**src/rtl/serial_subtractor_8.sv**
```systemverilog
// rtl/serial_subtractor_8.sv - bit-serial a - b - bin, LSB first, one bit per clock
// Single full-subtractor cell plus borrow flop; the result is held in a register apart from the working shifter.
module serial_subtractor_8 #(
  parameter int WIDTH = 8
) (
  input  logic             clk,
  input  logic             rst,
  input  logic             start,
  input  logic [WIDTH-1:0] a,
  input  logic [WIDTH-1:0] b,
  input  logic             bin,
  output logic             busy,
  output logic             valid,
  output logic [WIDTH-1:0] diff,
  output logic             bout,
  output logic             ovf
);

  localparam int CW = $clog2(WIDTH);

  typedef enum logic [1:0] {IDLE, RUN, DONE} state_t;

  state_t           state;
  state_t           state_next;
  logic [WIDTH-1:0] a_sr;
  logic [WIDTH-1:0] b_sr;
  logic [WIDTH-2:0] diff_sr;
  logic [CW-1:0]    cnt;
  logic             brw;
  logic             accept;
  logic             last;
  logic             d_bit;
  logic             brw_next;

  assign accept   = start && (state != RUN);
  assign last     = (cnt == CW'(WIDTH - 1));
  assign d_bit    = a_sr[0] ^ b_sr[0] ^ brw;
  assign brw_next = (~a_sr[0] & b_sr[0]) | (~(a_sr[0] ^ b_sr[0]) & brw);

  always_ff @(posedge clk or posedge rst) begin
    if (rst) begin
      state <= IDLE;
    end else begin
      state <= state_next;
    end
  end

  always_comb begin
    state_next = state;
    case (state)
      IDLE:    if (start) state_next = RUN;
      RUN:     if (last) state_next = DONE;
      DONE:    state_next = start ? RUN : IDLE;
      default: state_next = IDLE;
    endcase
  end

  always_comb begin
    busy  = (state == RUN);
    valid = (state == DONE);
  end

  always_ff @(posedge clk or posedge rst) begin
    if (rst) begin
      a_sr    <= '0;
      b_sr    <= '0;
      diff_sr <= '0;
      cnt     <= '0;
      brw     <= 1'b0;
      diff    <= '0;
      bout    <= 1'b0;
      ovf     <= 1'b0;
    end else if (accept) begin
      a_sr <= a;
      b_sr <= b;
      brw  <= bin;
      cnt  <= '0;
    end else if (state == RUN) begin
      a_sr    <= a_sr >> 1;
      b_sr    <= b_sr >> 1;
      brw     <= brw_next;
      diff_sr <= (WIDTH-1)'({d_bit, diff_sr} >> 1);
      cnt     <= cnt + 1'b1;
      // On the last step the operand LSBs are the original MSBs and d_bit is the result MSB.
      if (last) begin
        diff <= {d_bit, diff_sr};
        bout <= brw_next;
        ovf  <= (a_sr[0] != b_sr[0]) && (d_bit != a_sr[0]);
      end
    end
  end

endmodule

```
**config.mk**
```make
export PLATFORM = sky130hd
export DESIGN_NAME = serial_subtractor_8
export DESIGN_NICKNAME = d
export VERILOG_FILES = /design/src/rtl/serial_subtractor_8.sv
export SDC_FILE = /design/constraint.sdc
export NUM_CORES = 1
export LEC_CHECK = 0
export CORE_ASPECT_RATIO = 1.25
export CORE_MARGIN = 5
export CORE_UTILIZATION = 52
export DETAILED_ROUTE_END_ITERATION = 10
export GPL_ROUTABILITY_DRIVEN = 0
export PLACE_DENSITY_LB_ADDON = 0.1
export SYNTH_ARGS = -nofsm -noshare
export SYNTH_HDL_FRONTEND = slang
export SYNTH_SLANG_ARGS = --single-unit
```
**constraint.sdc**
```tcl
create_clock -name clk -period 2.3 [get_ports clk]
set_clock_uncertainty 0.2 [all_clocks]
set_input_delay 0.69 -clock clk [delete_from_list [all_inputs] [get_ports clk]]
set_output_delay 0.69 -clock clk [all_outputs]
set_load 0.05 [all_outputs]
```
==> qor.yml, run 1 <==
sta:
  worst_pin_slew_ps: 337
  slew_headroom_pct: 77.5
  period_needed_ps: 2110
  drv_slew: 0
  setup_ws_ps: 191
  hold_viol_final: 0
  finalSetupViolCount: 0
  grt_setup_unrepaired: "no"
  clock.fmax_mhz: 474
  final.period_utilization_pct: 91.7
route:
  drt_wl_total_mm: 3.22
  vias_per_cell: 5.24
  drtIter0Drc: 58
  drt_first_pass_iters: 3
  num_vias: 1027
  post_drt_wl_per_cell_um: 16.4
  ant_nets: 0
  drc: 0
clock_network:
  htree_levels: 2
  clock_latency_ps: 280
  clockBufferDepth: 2
  tritoncts: "done"
  post_cts.repair.setup_buffers: 0
  hold_buffers: 0
  root_buffer: "clkbuf_8"
  cts.sinks: 39
  cts_resized: 0
  cts_made_buffers: 5
  cts.clk_slew.worst_paths_ps: 70
logic_synthesis:
  synth_area_mm2: 0.00185
  syn_avg_cell_area_um2: 15.7
  ys_ff_latch: 39
  ys.warnings.count: 0
  synthDistinctLibCells: 19
  syn_inst: 118
  seq_area_frac_synth_pct: 52.8
  syn-num-nets: 142
floorplan:
  ios: 32
  start_util_pct: 53.6
  core_area_mm2: 0.00345
  die_x_um: 63.3
  fp.dieH_um: 76.7
  die_area_mm2: 0.00486
  rows: 24
setup_path:
  crit_fanout: 10
  start_kind: "flop"
  critical_path_arrival_ps: 1220
  end_kind: "primary output"
  crit_required_ps: 1410
  crit_type: "flop to primary output"
final_layout:
  fin_util_pct: 67.3
  most-common-layout-cells: "dfrtp_1, mux2_4, clkdlybuf4s50_1, mux2_2, buf_4"
  mostFrequentLayoutCell: "dfrtp_1"
  drive_gt1_share_pct: 43.9
  final_cells: 196
  num_antenna_cells: 0
  nets: 180
  areaGrowthSynthToFinish_pct: 25.6
job:
  drv_cap: 0
power_and_ir_drop:
  leakage_nw: 1.14
  finalPower_mw: 3.25
  ir_drop_v: 0.00107
  powerDensity_mw_per_mm2: 1400
global_route:
  grt_pass1_wl_mm: 5.69
  antenna_found_initial: 0
  grt_pass1_vias: 1197
  gr-total-overflow: 0
  grt_max_degree: 40
  grtUsageTotal_pct: 14.7
placed_design:
  dpl.cell_count: 188
  hpwl_mm: 2.30
  dp_slack_ps: -19.9
  io_buffers: 31
status:
  status: "finished clean"
hold_path:
  min_path_type: "flop to flop"
[worst paths after layout]
kind | depth (start not counted) | end | startpoint | slack [ps]
worst min-delay path | 1 | cnt[0] | cnt[0] | 290
worst min register to register | 1 | cnt[0] | cnt[0] | 290
worst max-delay path | 3 | busy | state[1] | 190
min in group asynchronous | 3 | b_sr[6] | rst | 560
worst max register to register | 5 | diff[0] | cnt[0] | 390
max in group asynchronous | 3 | diff_sr[2] | rst | 1140
[worst max-delay path: stages, from the launching register on]
cell and delay [ps]:
dfrtp_1 380, nand2b_1 170, inv_2 210, buf_12 170
[final cells by class]
class,count,area [um2]
Fill cell,265,1130
Timing Repair Buffer,36,368
Tap cell,39,48.8
Inverter,7,26.3
Multi-Input combinational cell,67,805
Clock buffer,8,100
Sequential cell,39,976
[sequential cells by signal, indices dropped and copies added (netlist names), 2 cells and up]
| name | count |
|---|---|
| diff_sr | 7 |
| diff | 8 |
| b_sr | 8 |
| state | 2 |
| cnt | 3 |
| a_sr | 8 |
[metrics by stage]
stage,hold WS (ps),instance area [um2],TNS (ps)
final,295,2320,0
after global placement,268,2220,0
after floorplan,253,1850,0
after detailed placement,288,2220,-129
after global routing,323,2320,0
after CTS,298,2320,0
[layer usage]
metal	part of all wire (%)	global-route usage, %	vias up
met2	52	24.4	21
li1	-	-	479
met5	0	0	-
met1	42	17.6	521
met4	1.3	4.37	0
met3	4.7	5.26	6
[kinds of logic after synthesis]
logic type,count (synthesis),synth area share [%]
muxes,51,36.2
DFF,39,52.8
buffers and inverters,12,3.72
and+or+nand+nor,9,2.84
adders and majority gates,4,3.11
AOI/OAI and AO/OA,2,0.880
xor gates and xnor gates,1,0.474
[cells in the mapped netlist]
| cell | number | area (um2) |
|---|---|---|
| inv_2 | 1 | 3.75 |
| buf_6 | 2 | 22.5 |
| inv_1 | 6 | 22.5 |
| buf_4 | 2 | 15.0 |
| fa_1 | 1 | 20.0 |
| nand3b_1 | 1 | 7.51 |
| mux2_1 | 2 | 22.5 |
| nor2_1 | 2 | 7.51 |
| mux2_4 | 27 | 405 |
| dfrtp_1 | 39 | 976 |
| nand2b_1 | 2 | 12.5 |
| buf_2 | 1 | 5.00 |
| mux2_2 | 17 | 191 |
| nor2b_1 | 4 | 25.0 |
| xnor2_1 | 1 | 8.76 |
| ha_1 | 3 | 37.5 |
| o22ai_1 | 1 | 6.26 |
| a32o_1 | 1 | 10.0 |
| mux2i_1 | 5 | 50.1 |
[report_power, final]
part	total, mW	leakage (nW)	internal [mW]	switching [mW]
combinational	1.56	0.602	0.815	0.741
clock	0.493	0.0515	0.273	0.219
sequential	1.20	0.483	1.01	0.194
total	3.25	1.14	2.09	1.15
Note: power is estimated with default switching activity, not from simulation.
==> run 2, diff against run 1 <==
--- a/config.mk
+++ b/config.mk
@@ -8,6 +8,7 @@
 export CORE_ASPECT_RATIO = 1.25
 export CORE_MARGIN = 5
 export CORE_UTILIZATION = 52
+export CTS_CLUSTER_SIZE = 20
 export DETAILED_ROUTE_END_ITERATION = 10
 export GPL_ROUTABILITY_DRIVEN = 0
 export PLACE_DENSITY_LB_ADDON = 0.1
==> results of run 2 <==
No change in the layout: final DEF, timing and power equal those of run 1.
==> run 3, diff against run 2 <==
--- a/config.mk
+++ b/config.mk
@@ -6,12 +6,13 @@
 export NUM_CORES = 1
 export LEC_CHECK = 0
 export CORE_ASPECT_RATIO = 1.25
-export CORE_MARGIN = 5
+export CORE_MARGIN = 4
 export CORE_UTILIZATION = 52
 export CTS_CLUSTER_SIZE = 20
 export DETAILED_ROUTE_END_ITERATION = 10
 export GPL_ROUTABILITY_DRIVEN = 0
 export PLACE_DENSITY_LB_ADDON = 0.1
+export RECOVER_POWER = 50
 export SYNTH_ARGS = -nofsm -noshare
 export SYNTH_HDL_FRONTEND = slang
 export SYNTH_SLANG_ARGS = --single-unit
==> run 3 against run 2 <==
Compared with the run above: final cell count fell by 1.0%; flip-flop and latch count unchanged; clock-buffer cell count is 2 lower; non-clock buffer count is the same; fmax fell by 0.54%; first-iteration DRC count shrank 29%; highest routed layer unchanged; largest power group unchanged; critical path depth unchanged; clock power rose by 16%; critical path type unchanged; sequential power hardly changed; routed wire length fell by 2.2%.
==> qor.yml, run 3 (same netlist as run 1, synthesis figures left out) <==
status:
  status: "finished clean"
global_route:
  grtUsageMet1_pct: 18.5  # +0.91 points
  grt_use_met3_pct: 4.46  # -0.80 points
  top_usage_layer: "met2"
  antenna_found_initial: 0  # unchanged
  gr-total-overflow: 0  # unchanged
  grt_pass1_vias: 1151  # -3.8%
  grt_max_degree: 40  # unchanged
  grt_pass1_wl_mm: 5.30  # -6.8%
  grt_use_met2_pct: 27.2  # +2.8 points
  grtUsageTotal_pct: 15.7  # +1.1 points
route:
  post_drt_wl_per_cell_um: 16.3  # -1.2%
  drtIter0Drc: 41  # -29%
  drt_first_pass_iters: 2  # -1
  drt_wl_total_mm: 3.15  # -2.2%
  vias_per_cell: 5.20  # -0.74%
  drc: 0  # unchanged
  num_vias: 1009  # -1.8%
  ant_nets: 0  # unchanged
sta:
  period_needed_ps: 2120  # +11.5 ps
  clock.fmax_mhz: 472  # -0.54%
  finalSetupViolCount: 0  # unchanged
  grt_setup_unrepaired: "no"
  hold_viol_final: 0  # unchanged
  holdWs_ps: 287  # -7.56 ps
  slew_headroom_pct: 37.7  # -40 points
  setup_ws_ps: 179  # -11.5 ps
  final.period_utilization_pct: 92.2  # +0.50 points
  tns_ps: 0  # unchanged
  drv_slew: 0  # unchanged
  worst_pin_slew_ps: 935  # +598 ps
hold_path:
  min_path_type: "flop to flop"
power_and_ir_drop:
  ir_drop_v: 0.000956  # -10%
  powerDensity_mw_per_mm2: 1440  # +2.8%
  leakage_nw: 1.14  # +0.15%
  finalPower_mw: 3.34  # +2.7%
final_layout:
  areaGrowthSynthToFinish_pct: 25.4
  nets: 180  # unchanged
  mostFrequentLayoutCell: "dfrtp_1"
  final_cells: 194  # -1.0%
  reg_top3: "a_sr x8, b_sr x8, diff x8"
  num_antenna_cells: 0  # unchanged
  drive_gt1_share_pct: 43.9  # unchanged
  fill_cells: 260  # -1.9%
  most-common-layout-cells: "dfrtp_1, mux2_4, clkdlybuf4s50_1, mux2_2, buf_4"
floorplan:
  rows: 23  # -4.2%
  start_util_pct: 55.9  # +2.3 points
  ios: 32  # unchanged
  core_area_mm2: 0.00331  # -4.2%
  die_area_mm2: 0.00458  # -5.7%
  die_x_um: 61.3  # -3.2%
  fp.dieH_um: 74.7  # -2.6%
placed_design:
  dp_slack_ps: -35.8  # -15.9 ps
  io_buffers: 31  # unchanged
  hpwl_mm: 2.19  # -4.7%
  dpl.cell_count: 186  # -1.1%
clock_network:
  clock_latency_ps: 280  # about the same
  tritoncts: "done"
  cts.sinks: 39  # unchanged
  post_cts.repair.setup_buffers: 0  # unchanged
  cts.clk_slew.worst_paths_ps: 70  # about the same
  htree_levels: 2  # unchanged
  clockBufferDepth: 2  # unchanged
  cts_resized: 0  # unchanged
  root_buffer: "clkbuf_8"
  hold_buffers: 0  # unchanged
  cts_made_buffers: 5  # unchanged
setup_path:
  critical_path_arrival_ps: 1230  # about the same
  crit_required_ps: 1410  # about the same
  end_kind: "primary output"
  crit_type: "flop to primary output"
  start_kind: "flop"
  slowest_stage: "dfrtp_1"
  critPathMaxStageDelay_ps: 390  # about the same
  crit_fanout: 10  # unchanged
  crit_chain: "nand2b_1, inv_2, buf_12"
job:
  drv_cap: 0  # unchanged
[run 3: changes by cell type in the layout (fill, tap and decap cells not counted)]
| cell | previous run | this run |
|---|---|---|
| bufinv_16 | 0 | 1 |
| dlygate4sd3_1 | 0 | 1 |
| clkdlybuf4s50_1 | 19 | 18 |
| clkbuf_8 | 7 | 6 |
| clkinv_2 | 0 | 1 |
| buf_12 | 4 | 3 |
| clkbuf_2 | 0 | 1 |
| buf_4 | 13 | 12 |
[run 3: critical path, delay by kind of cell (launching register included)]
| kind | cells | cell delay (ps) |
|---|---|---|
| buf+inv | 2 | 400 |
| flops | 1 | 390 |
| simple gates | 1 | 170 |
[run 3: area by class of cell]
class                   count  area [um2]  area share, %
clock buffers               6        82.6           3.56
repair buffers             36         349           15.0
multi-input cells          67         805           34.7
clock inverters             2        35.0           1.51
inverters                   7        26.3           1.13
well taps                  37        46.3           2.00
flip-flops and latches     39         976           42.1
[run 3: final timing paths]
path,from,slack (ps),endpoint,cells past startpoint
setup / recovery,state[1],180,busy,3
hold / removal,cnt[0],290,cnt[0],1
setup reg to reg,cnt[0],190,diff[0],5
hold reg to reg,cnt[0],290,cnt[0],1
max in group asynchronous,rst,400,a_sr[4],3
min in group asynchronous,rst,930,b_sr[6],3
[run 3: through the flow]
step	instance area [um2]	utilization, %
2_1_floorplan	1850	-
3_3_place_gp	2210	66.7
3_5_place_dp	2210	66.7
4_1_cts	2330	70.3
5_1_grt	2320	70.1
6_report	2320	70.1
[run 3: routing by layer]
layer / up-vias / routed length (um) / part of all wire (%)
li1: 481 / - / -
met1: 506 / 1240 / 39
met2: 20 / 1700 / 54
met3: 2 / 182 / 5.8
met4: 0 / 26 / 0.82
met5: - / 0 / 0
[run 3: power by group]
group / total [mW] / internal, mW / switching [mW] / leakage, nW
Combinational: 1.56 / 0.812 / 0.753 / 0.594
Sequential: 1.20 / 1.01 / 0.191 / 0.483
Clock: 0.574 / 0.351 / 0.223 / 0.0612
Total: 3.34 / 2.17 / 1.17 / 1.14
